===== src/rtl/noc_traffic_gen_if.sv =====
// ---------------------------------------------------------------------------
// noc_traffic_gen_if
// Flit output channel between a traffic generator and one router input port.
//   odata   : flit, {type, payload}            (generator -> router)
//   ovalid  : flit valid                       (generator -> router)
//   ovch    : virtual channel of the flit      (generator -> router)
//   ordy    : per-VC ready, one bit per VC     (router -> generator)
// A flit moves at a rising edge where ovalid && ordy[ovch].
// ---------------------------------------------------------------------------
interface noc_traffic_gen_if #(
    parameter int PAYW  = 32,
    parameter int TYPEW = 2,
    parameter int VCN   = 4
);
    localparam int VCW = (VCN > 1) ? $clog2(VCN) : 1;

    logic [TYPEW+PAYW-1:0] odata;
    logic                  ovalid;
    logic [VCW-1:0]        ovch;
    logic [VCN-1:0]        ordy;

    modport master (output odata, output ovalid, output ovch, input ordy);
    modport slave  (input odata, input ovalid, input ovch, output ordy);
endinterface


===== src/rtl/noc_traffic_gen.sv =====
// ---------------------------------------------------------------------------
// noc_traffic_gen
// Packet injector for one router input port. Emits wormhole packets
// (HEAD, cfg_len DATA flits, TAIL) on a configurable VC, with a configurable
// idle gap after each TAIL, an optional packet budget and LFSR payloads.
// Ports:
//   clk       : clock, rising edge
//   rst_      : synchronous reset, active-low
//   enable    : start / continue generation
//   cfg_len   : DATA flits per packet
//   cfg_gap   : idle cycles after each TAIL
//   cfg_npkt  : packets to send, 0 = unlimited
//   cfg_dst   : HEAD payload (destination word)
//   cfg_vch   : VC used for the packet
//   bus       : flit channel (odata/ovalid/ovch out, ordy in)
//   busy      : packet in flight or gap counting
//   done      : cfg_npkt packets sent
//   pkt_cnt   : TAILs accepted (wraps)
//   flit_cnt  : flits accepted (wraps)
// Outputs are decoded from registered state only, so a stalled flit cannot
// change until it is accepted.
// ---------------------------------------------------------------------------
module noc_traffic_gen #(
    parameter int              PAYW   = 32,
    parameter int              TYPEW  = 2,
    parameter int              VCN    = 4,
    parameter int              LENW   = 8,
    parameter int              GAPW   = 8,
    parameter int              CNTW   = 32,
    parameter logic [31:0]     SEED   = 32'h1,
    parameter logic [TYPEW-1:0] T_NONE = TYPEW'(0),
    parameter logic [TYPEW-1:0] T_HEAD = TYPEW'(1),
    parameter logic [TYPEW-1:0] T_DATA = TYPEW'(2),
    parameter logic [TYPEW-1:0] T_TAIL = TYPEW'(3),
    localparam int             VCW    = (VCN > 1) ? $clog2(VCN) : 1
) (
    input  logic                    clk,
    input  logic                    rst_,
    input  logic                    enable,
    input  logic [LENW-1:0]         cfg_len,
    input  logic [GAPW-1:0]         cfg_gap,
    input  logic [CNTW-1:0]         cfg_npkt,
    input  logic [PAYW-1:0]         cfg_dst,
    input  logic [VCW-1:0]          cfg_vch,
    noc_traffic_gen_if.master       bus,
    output logic                    busy,
    output logic                    done,
    output logic [CNTW-1:0]         pkt_cnt,
    output logic [CNTW-1:0]         flit_cnt
);
    // A zero seed would lock the LFSR at zero forever.
    localparam logic [31:0]     SEED_EFF = (SEED == 32'h0) ? 32'h1 : SEED;
    // Right-shift Galois taps for x^32 + x^22 + x^2 + x + 1.
    localparam logic [31:0]     TAPS     = 32'h8020_0003;
    localparam logic [CNTW-1:0] CNT_ONE  = CNTW'(1);

    typedef enum logic [2:0] {
        S_IDLE, S_HEAD, S_DATA, S_TAIL, S_GAP, S_DONE
    } state_t;

    state_t            state_reg, state_next;
    logic [LENW-1:0]   len_reg, len_next;
    logic [GAPW-1:0]   gap_reg, gap_next;
    logic [PAYW-1:0]   dst_reg, dst_next;
    logic [VCW-1:0]    vch_reg, vch_next;
    logic [LENW-1:0]   rem_reg, rem_next;
    logic [GAPW-1:0]   gap_cnt_reg, gap_cnt_next;
    logic [31:0]       lfsr_reg, lfsr_next;
    logic [CNTW-1:0]   pkt_cnt_reg, pkt_cnt_next;
    logic [CNTW-1:0]   flit_cnt_reg, flit_cnt_next;

    logic [31:0]       lfsr_adv;
    logic [PAYW-1:0]   lfsr_pay;
    logic              flit_state;
    logic              accept;
    logic              load_cfg;

    // One LFSR step: shift right, fold the dropped bit back in at the taps.
    generate
        for (genvar gi = 0; gi < 31; gi++) begin : g_lfsr
            assign lfsr_adv[gi] = lfsr_reg[gi+1] ^ (TAPS[gi] & lfsr_reg[0]);
        end
    endgenerate
    assign lfsr_adv[31] = TAPS[31] & lfsr_reg[0];

    generate
        if (PAYW > 32) begin : g_pay_wide
            assign lfsr_pay = {{(PAYW-32){1'b0}}, lfsr_reg};
        end else begin : g_pay_narrow
            assign lfsr_pay = lfsr_reg[PAYW-1:0];
        end
    endgenerate

    always_ff @(posedge clk) begin
        if (!rst_) begin
            state_reg    <= S_IDLE;
            len_reg      <= '0;
            gap_reg      <= '0;
            dst_reg      <= '0;
            vch_reg      <= '0;
            rem_reg      <= '0;
            gap_cnt_reg  <= '0;
            lfsr_reg     <= SEED_EFF;
            pkt_cnt_reg  <= '0;
            flit_cnt_reg <= '0;
        end else begin
            state_reg    <= state_next;
            len_reg      <= len_next;
            gap_reg      <= gap_next;
            dst_reg      <= dst_next;
            vch_reg      <= vch_next;
            rem_reg      <= rem_next;
            gap_cnt_reg  <= gap_cnt_next;
            lfsr_reg     <= lfsr_next;
            pkt_cnt_reg  <= pkt_cnt_next;
            flit_cnt_reg <= flit_cnt_next;
        end
    end

    always_comb begin
        state_next    = state_reg;
        len_next      = len_reg;
        gap_next      = gap_reg;
        dst_next      = dst_reg;
        vch_next      = vch_reg;
        rem_next      = rem_reg;
        gap_cnt_next  = gap_cnt_reg;
        lfsr_next     = lfsr_reg;
        pkt_cnt_next  = pkt_cnt_reg;
        flit_cnt_next = flit_cnt_reg;
        load_cfg      = 1'b0;

        flit_state = (state_reg == S_HEAD) || (state_reg == S_DATA) ||
                     (state_reg == S_TAIL);
        // Only the ready bit of the packet's own VC matters.
        accept     = flit_state && bus.ordy[vch_reg];

        bus.ovalid = flit_state;
        bus.ovch   = vch_reg;
        bus.odata  = {T_NONE, {PAYW{1'b0}}};
        busy       = flit_state || (state_reg == S_GAP);
        done       = (state_reg == S_DONE);

        if (accept) begin
            flit_cnt_next = flit_cnt_reg + CNT_ONE;
        end

        case (state_reg)
            S_IDLE: begin
                if (enable) begin
                    state_next = S_HEAD;
                    load_cfg   = 1'b1;
                end
            end
            S_HEAD: begin
                bus.odata = {T_HEAD, dst_reg};
                if (accept) begin
                    rem_next   = len_reg;
                    state_next = (len_reg != '0) ? S_DATA : S_TAIL;
                end
            end
            S_DATA: begin
                bus.odata = {T_DATA, lfsr_pay};
                if (accept) begin
                    lfsr_next = lfsr_adv;
                    rem_next  = rem_reg - 1'b1;
                    if (rem_reg == LENW'(1)) begin
                        state_next = S_TAIL;
                    end
                end
            end
            S_TAIL: begin
                bus.odata = {T_TAIL, lfsr_pay};
                if (accept) begin
                    lfsr_next    = lfsr_adv;
                    pkt_cnt_next = pkt_cnt_reg + CNT_ONE;
                    if ((cfg_npkt != '0) && (pkt_cnt_reg + CNT_ONE == cfg_npkt)) begin
                        state_next = S_DONE;
                    end else if (gap_reg != '0) begin
                        state_next   = S_GAP;
                        gap_cnt_next = gap_reg;
                    end else if (enable) begin
                        state_next = S_HEAD;
                        load_cfg   = 1'b1;
                    end else begin
                        state_next = S_IDLE;
                    end
                end
            end
            S_GAP: begin
                // gap_cnt holds the idle cycles still to spend, this one included.
                if (gap_cnt_reg <= GAPW'(1)) begin
                    if (enable) begin
                        state_next = S_HEAD;
                        load_cfg   = 1'b1;
                    end else begin
                        state_next = S_IDLE;
                    end
                end else begin
                    gap_cnt_next = gap_cnt_reg - 1'b1;
                end
            end
            S_DONE: begin
                if (!enable) begin
                    state_next   = S_IDLE;
                    pkt_cnt_next = '0;
                end
            end
            default: state_next = S_IDLE;
        endcase

        // Packet parameters are frozen from HEAD entry to TAIL.
        if (load_cfg) begin
            len_next = cfg_len;
            gap_next = cfg_gap;
            dst_next = cfg_dst;
            vch_next = cfg_vch;
        end
    end

    assign pkt_cnt  = pkt_cnt_reg;
    assign flit_cnt = flit_cnt_reg;

endmodule


===== src/flat_wrapper.sv =====
// flat-port wrapper written by rule: the top's interface ports become plain ports
module noc_traffic_gen_flat 
#(
    parameter int              PAYW   = 32,
    parameter int              TYPEW  = 2,
    parameter int              VCN    = 4,
    parameter int              LENW   = 8,
    parameter int              GAPW   = 8,
    parameter int              CNTW   = 32,
    parameter logic [31:0]     SEED   = 32'h1,
    parameter logic [TYPEW-1:0] T_NONE = TYPEW'(0),
    parameter logic [TYPEW-1:0] T_HEAD = TYPEW'(1),
    parameter logic [TYPEW-1:0] T_DATA = TYPEW'(2),
    parameter logic [TYPEW-1:0] T_TAIL = TYPEW'(3),
    localparam int             VCW    = (VCN > 1) ? $clog2(VCN) : 1
)
  (clk, rst_, enable, cfg_len, cfg_gap, cfg_npkt, cfg_dst, cfg_vch, busy, done, pkt_cnt, flit_cnt, bus_odata, bus_ovalid, bus_ovch, bus_ordy);
  noc_traffic_gen_if #(.PAYW(PAYW), .TYPEW(TYPEW), .VCN(VCN)) bus_i ();
  input  logic clk;
  input  logic rst_;
  input  logic enable;
  input  logic [LENW-1:0] cfg_len;
  input  logic [GAPW-1:0] cfg_gap;
  input  logic [CNTW-1:0] cfg_npkt;
  input  logic [PAYW-1:0] cfg_dst;
  input  logic [VCW-1:0] cfg_vch;
  output logic busy;
  output logic done;
  output logic [CNTW-1:0] pkt_cnt;
  output logic [CNTW-1:0] flit_cnt;
  output wire logic [$bits(bus_i.odata)-1:0] bus_odata;
  output wire logic [$bits(bus_i.ovalid)-1:0] bus_ovalid;
  output wire logic [$bits(bus_i.ovch)-1:0] bus_ovch;
  input wire logic [$bits(bus_i.ordy)-1:0] bus_ordy;
  assign bus_odata = bus_i.odata;
  assign bus_ovalid = bus_i.ovalid;
  assign bus_ovch = bus_i.ovch;
  assign bus_i.ordy = bus_ordy;
  noc_traffic_gen #(.PAYW(PAYW), .TYPEW(TYPEW), .VCN(VCN), .LENW(LENW), .GAPW(GAPW), .CNTW(CNTW), .SEED(SEED), .T_NONE(T_NONE), .T_HEAD(T_HEAD), .T_DATA(T_DATA), .T_TAIL(T_TAIL)) u_core (.clk(clk), .rst_(rst_), .enable(enable), .cfg_len(cfg_len), .cfg_gap(cfg_gap), .cfg_npkt(cfg_npkt), .cfg_dst(cfg_dst), .cfg_vch(cfg_vch), .bus(bus_i), .busy(busy), .done(done), .pkt_cnt(pkt_cnt), .flit_cnt(flit_cnt));
endmodule

===== config.mk =====
export PLATFORM = sky130hd
export DESIGN_NAME = noc_traffic_gen_flat
export DESIGN_NICKNAME = d
export VERILOG_FILES = /design/src/rtl/noc_traffic_gen_if.sv /design/src/rtl/noc_traffic_gen.sv /design/src/flat_wrapper.sv
export SDC_FILE = /design/constraint.sdc
export NUM_CORES = 1
export LEC_CHECK = 0
export ABC_CLOCK_PERIOD_IN_PS = 8500
export BUFFER_PORTS_ARGS = -buffer_cell sky130_fd_sc_hd__buf_2
export CAP_MARGIN = 20
export CORE_MARGIN = 2
export CORE_UTILIZATION = 28
export CTS_CLUSTER_SIZE = 10
export DETAILED_ROUTE_END_ITERATION = 16
export PLACE_DENSITY_LB_ADDON = 0.15
export SYNTH_ARGS = -nofsm -noshare
export SYNTH_HDL_FRONTEND = slang
export SYNTH_SLANG_ARGS = --single-unit

===== constraint.sdc =====
create_clock -name clk -period 8.5 [get_ports clk]
set_input_delay 0.425 -clock clk [delete_from_list [all_inputs] [get_ports clk]]
set_output_delay 0.425 -clock clk [all_outputs]
set_load 0.05 [all_outputs]

## Word level (Yosys, flattened, before mapping)

Cells that the tools add are included.

| cells by class | value |
|---|---|
| muxes and demuxes | 32 |
| bitwise operators | 3 |
| equality and inequality tests | 17 |
| order comparisons | 2 |
| reduce and logical (&&, ||, !) cells | 18 |
| add/sub/neg operators | 4 |

Operators by type and width:

| kind | number |
|---|---|
| $pmux 34 s3 | 1 |
| $add 32x1->32 const B | 2 |
| $mux 32 | 2 |
| $pmux 32 s2 | 1 |
| $mux 8 | 6 |
| $eq 32x32->1 | 1 |
| $pmux 8 s2 | 2 |
| $reduce_bool 32->1 | 1 |
| $mux 3 | 9 |
| $pmux 3 s6 | 1 |
| $reduce_bool 8->1 | 2 |
| $sub 8x1->8 const B | 2 |
| $ne 2x2->1 const B | 7 |
| $eq 8x1->1 const B | 1 |
| $le 8x1->1 const B | 1 |
| $mux 1 | 8 |
| $reduce_and 7->1 | 1 |
| $eq 3x2->1 const B | 2 |
| $eq 3x3->1 const B | 2 |
| $ne 2x1->1 const B | 3 |
| $reduce_and 3->1 | 2 |
| $reduce_bool 2->1 | 3 |
| $reduce_and 5->1 | 1 |
| $eq 3x1->1 const B | 1 |
| 9 further kinds | 14 |

| storage, ports and cells | value |
|---|---|
| register bits | 165 |
| output and inout bits | 103 |
| input port bits | 89 |
| word-level logic and storage cells | 86 |

## Depth between registers and ports, before layout

| logic depth | value |
|---|---|
| depth in word-level cells | 6 |
| gate-level depth with buffers | 12 |
| gate-level depth less buffers | 10 |

## Worst setup path after synthesis

Ideal clock, no wire load.

| timing | value |
|---|---|
| kind | register -> register |
| start | register u_core.pkt_cnt_reg[1], in the netlist u_core.pkt_cnt[1] |
| end | register u_core.vch_reg[0], in the netlist u_core.bus.ovch[0] |
| clock period less this slack | 3.484 ns |
| path slack | 5.016 ns |
| required time | 8.428 ns |
| arrival | 3.413 ns |
| path buffers | 2 |
| stages on the path, launching flop included | 13 |
| cell sequence | dfxtp_1 ha_1 nand3_2 or4_1 clkbuf_1 xnor2_1 o21ai_1 nor4_2 nand4_1 or2_4 a21oi_4 buf_12 mux2i_1 |

| on the way | value |
|---|---|
| cells in the longest elaborated chain, start to end | 6 |

RTL lines:

| item | line | source |
|---|---|---|
| from (decl) | noc_traffic_gen.sv:69 | `logic [CNTW-1:0] pkt_cnt_reg, pkt_cnt_next;` |
| from (signal assigned) | noc_traffic_gen.sv:115 | `pkt_cnt_reg <= pkt_cnt_next;` |
| $add 32x1->32 | noc_traffic_gen.sv:177 | `if ((cfg_npkt != '0) && (pkt_cnt_reg + CNT_ONE == cfg_npkt)) begin` |
| $eq 32x32->1 | noc_traffic_gen.sv:177 |  |
| $logic_and 1x1->1 | noc_traffic_gen.sv:177 |  |
| $mux 1 | noc_traffic_gen.sv:177 |  |
| $mux 1 | noc_traffic_gen.sv:174 | `if (accept) begin` |
| $pmux 1 s3 | noc_traffic_gen.sv:148 | `case (state_reg)` |
| to (signal assigned) | noc_traffic_gen.sv:111 | `vch_reg <= vch_next;` |
| to (decl) | noc_traffic_gen.sv:65 | `logic [VCW-1:0] vch_reg, vch_next;` |

Every way passes these cells.
A chain may end at the register's enable or synchronous reset.

## Final worst setup path

| timing | value |
|---|---|
| start | register u_core.pkt_cnt_reg[0], in the netlist u_core.pkt_cnt[0] |
| end | register u_core.dst_reg[19] |

| on the way | value |
|---|---|
| cells in the longest elaborated chain, start to end | 6 |

RTL lines:

| item | line | source |
|---|---|---|
| $add 32x1->32 | noc_traffic_gen.sv:177 |  |
| $eq 32x32->1 | noc_traffic_gen.sv:177 |  |
| $logic_and 1x1->1 | noc_traffic_gen.sv:177 |  |
| $mux 1 | noc_traffic_gen.sv:177 |  |
| $mux 1 | noc_traffic_gen.sv:174 |  |
| $pmux 1 s3 | noc_traffic_gen.sv:148 |  |
| to (signal assigned) | noc_traffic_gen.sv:110 | `dst_reg <= dst_next;` |
| to (decl) | noc_traffic_gen.sv:64 | `logic [PAYW-1:0] dst_reg, dst_next;` |

Every way passes these cells.

==> impl.org <==
** STA
- Max-Slew Margin vs Limit :: 32.5%
- Based on the critical path, the design can be clocked at up to 244 MHz.
- The final count of hold timing violations came to 0.
- Setup slack closes at 4410 ps.
- Final setup violation count :: 0
- Setup_tns :: 0 ps
- Final clock period utilization by the worst path :: 48.2%
- Worst hold slack :: 216 ps
- The worst path in the final design needs a cycle of 4090 ps, including I/O delays and setup.
- Transition time at the pin with the least slew margin :: 1010 ps
- On the final layout, the worst clock skew is 15.3 ps.
- Max Transition Viols Final :: 0
- Setup repair after global routing left no endpoint under its margin.

** Logic synthesis
- Number of unique standard cell types used by synthesis :: 70
- During synthesis, Yosys emitted a total of 0 warnings.
- Fraction of synthesis flops using an asynchronous set or reset pin :: 0%
- Number of register bits inferred by synthesis :: 165
- Dominant combinational cell family by area after synthesis :: simple AND/OR/NAND/NOR gates
- Area fraction in compound gates after synthesis :: 17.6%
- Share of the yosys chip area belonging to registers :: 35.9%
- Portion of netlist area occupied by mux cells :: 6.48%
- In the synthesized netlist the dominant register cell turns out to be sky130_fd_sc_hd__dfxtp_1.
- The synthesized netlist devotes 0.816% of its cell area to adder and majority cells.
- Dividing the synthesized area by the synthesized cell count gives 8.09 µm².
- EDFF count, synth :: 0
- Synth Area in Simple Gates :: 27.9%
- Xor/xnor cell area share of the yosys netlist :: 6.67%
- Number of nets produced by synthesis :: 1232
- Synthesized netlist cell count :: 1137
- Post-synthesis instance area :: 9200 µm²

** Final layout
- Fill count :: 3478
- Finished Layout Cells :: 1733
- Relative to the synthesized area, the layout overhead comes to 19.3%.
- Of the cells placed in the final design, the portion with a size suffix greater than 1 is 20.2%.
- Net total in the final layout :: 1373
- The sequential cells in the finished layout cover a total of 3300 µm².
- Antenna Cells :: 0
- The multi-input combinational cells in the finished layout cover a total of 5470 µm².
- Post-route core utilization :: 33.8%

** Die
- Die width :: 185 µm
- For this design the top-level I/O count stands at 192.
- Area inside the core boundary :: 32500 µm²
- Number of core rows :: 66
- Starting utilization of the core area :: 28.3%
- Measured along the y axis, the die boundary spans 185 µm.
- The floorplan step defined a die boundary enclosing 34300 µm².

** Routing
- Vias/cell :: 4.89
- Routed vias :: 8477
- Post-detailed-route DRC marker count :: 0
- The detailed router finished its first iteration with 426 violations.
- Post-detailed-route count of antenna-violating nets :: 0
- Routed length per instance :: 15.9 µm
- After detailed routing, the total wire length is 27600 µm.
- First drt pass iteration count :: 5

** Power and ir drop
- The analysis attributes to cell leakage a power of 4.56 nW.
- Share of power burned in the clock network :: 35.1%
- Maximum VDD drop :: 0.135 mV
- Power spent charging and discharging nets :: 0.000734 W
- Total power divided by cell area :: 194 nW/µm²
- In this run switching power makes up 34.5% of total power.
- Sequential cells burn 40.9% of the power.
- Internal power comes to 0.00139 W.
- The share of total power dissipated in combinational logic is 24.0%.

** Critical path
- Critical Path Source Type :: flop
- Category of the critical setup timing path :: flop to flop
- The worst setup path is captured at a flop.
- Data arrives at the worst endpoint at 4450 ps.
- The startpoint identified for the worst register-to-register timing path is u_core.pkt_cnt[0].
- In this run the worst path has a maximum fanout of 50.
- At the worst endpoint, the required time is 8860 ps.
- Measured in cells, the most critical reg-to-reg path has a length of 11.
- Source of the critical timing path :: u_core.pkt_cnt[0]

** Global routing
- GR Overflow Total :: 0
- The number of global-route vias before repair is 8040.
- Entering global routing, the biggest net connects 122 pins.
- The initial antenna violation count was 0.
- For this run, the total global-route usage over all layers was measured as 16.2%.
- The first global-routing pass estimated 43700 µm of wire.

** Flow run
- # Max-Cap Violations :: 0

** Hold path
- Worst hold path type :: input port to flop
- Cells on Worst Hold Path :: 3
- The worst hold path begins at cfg_dst[10].

** Clocking
- TritonCTS built the clock tree.
- CTS built an H-tree with a depth of 4.
- Clock Pin Slew Worst Setup and Hold Paths :: 70 ps
- The later pin in the worst-skew pair is clocked with a latency of 440 ps.
- Buffers inserted to repair hold after CTS numbered 0.
- Buffer type at the clock tree root :: sky130_fd_sc_hd__clkbuf_16
- In this run, CTS created clock tree buffers numbering 17.
- Clock Tree Buf Depth :: 2
- Post-CTS Resized :: 0
- Once the clock tree was built, the setup fixing pass inserted 0 buffers.
- The clock drives 165 sinks.

** Run status
- The flow ran to the end, and the final reports show no timing, DRC or antenna violations.

** Placed design
- Including well taps, the total number of placed cells is 1700.
- Final RePlAce weighted congestion :: 0.831
- Half-perimeter wire length after detailed placement :: 19000 µm
- In this run the tool buffered the top-level ports with 191 buffer cells.
- Placement-stage worst setup slack :: 4410 ps
[cells in the final DEF (no fill, tap or decap), drive strengths merged, types with 3 or more instances in the layout]
cell,instances
a2111oi,3
a21boi,43
a21oi,37
a22o,34
a31oi,12
and2,40
and3,21
and4,6
buf,200
clkbuf,20
clkinv,7
dfxtp,165
ha,6
inv,14
mux2i,55
nand2,249
nand2b,7
nand3,35
nand4,18
nor2,45
nor2b,20
nor3,24
nor3b,5
nor4,20
nor4b,4
o211a,4
o211ai,5
o21a,3
o21ai,53
o221a,8
o22ai,9
o41ai,3
or2,4
or3,12
or4,6
xnor2,48
xor2,22
[synthesized netlist by cell type (all sizes together) (18+ instances only)]
master,n,area (µm²)
a21boi,43,323
a21oi,37,196
a22o,34,298
and2,40,250
and3,21,131
buf,21,174
clkbuf,57,215
dfxtp,165,3300
mux2i,55,551
nand2,249,935
nand3,35,185
nand4,18,128
nor2,45,169
nor2b,20,125
nor3,24,130
nor4,20,153
o21ai,53,265
xnor2,48,420
xor2,22,193
[layer usage]
metal  up-vias  GRT usage [%]  wire [µm]
li1       4263              -          -
met1      3950           22.3      13500
met2       226           24.6      12000
met3        38           3.72       1470
met4         0           5.97        582
met5         -              0          0
[power groups by stage]
stage / sequential [W] / clock [W] / combinational, W
floorplan: 0.000881 / 0 / 0.000400
CTS: 0.000869 / 0.000776 / 0.000513
detailed placement: 0.000887 / 0 / 0.000511
finish: 0.000869 / 0.000747 / 0.000510
global placement: 0.000886 / 0 / 0.000511
global route: 0.000878 / 0.000809 / 0.000556
[layout make-up]
cell class / count / share of cell area (%)
clock buffers: 20 / 4.16
clock inverters: 12 / 0.844
inverters: 10 / 0.342
multi-input cells: 884 / 49.9
flip-flops and latches: 165 / 30.1
well taps: 442 / 5.04
repair buffers: 200 / 9.57
[path summary, 6_finish.rpt]
check             slack, ps            endpoint
hold reg to reg         460  u_core.dst_reg[16]
setup / recovery       4410  u_core.dst_reg[19]
setup reg to reg       4410  u_core.dst_reg[19]
hold / removal          220  u_core.dst_reg[10]
[cell families (layout without fill, tap and decap cells)]
family | count (synthesis) | in the layout
flops | 165 | 165
buf+inv | 88 | 242
xor+xnor | 70 | 70
fa+ha+maj | 6 | 6
compound gates | 231 | 231
simple gates | 519 | 519
mux | 58 | 58
[through the flow]
| stage | instance area, µm² | power, W |
|---|---|---|
| 2_1_floorplan | 9200 | 0.00128 |
| 3_3_place_gp | 10400 | 0.00140 |
| 3_5_place_dp | 10400 | 0.00140 |
| 4_1_cts | 10900 | 0.00216 |
| 5_1_grt | 11000 | 0.00224 |
| 6_report | 11000 | 0.00213 |
[worst max-delay path, cell delays in order (launching register included)]
cell and delay [ps]:
sky130_fd_sc_hd__dfxtp_1 550, sky130_fd_sc_hd__ha_1 340, sky130_fd_sc_hd__nand3_2 200, sky130_fd_sc_hd__nor3_2 550, sky130_fd_sc_hd__and3_1 320, sky130_fd_sc_hd__a21oi_1 70, sky130_fd_sc_hd__a2111oi_2 330, sky130_fd_sc_hd__nand4_1 180
sky130_fd_sc_hd__or2_4 290, sky130_fd_sc_hd__a21oi_4 130, sky130_fd_sc_hd__buf_4 700, sky130_fd_sc_hd__mux2i_1 280
Power figures use the tool's default switching activity.
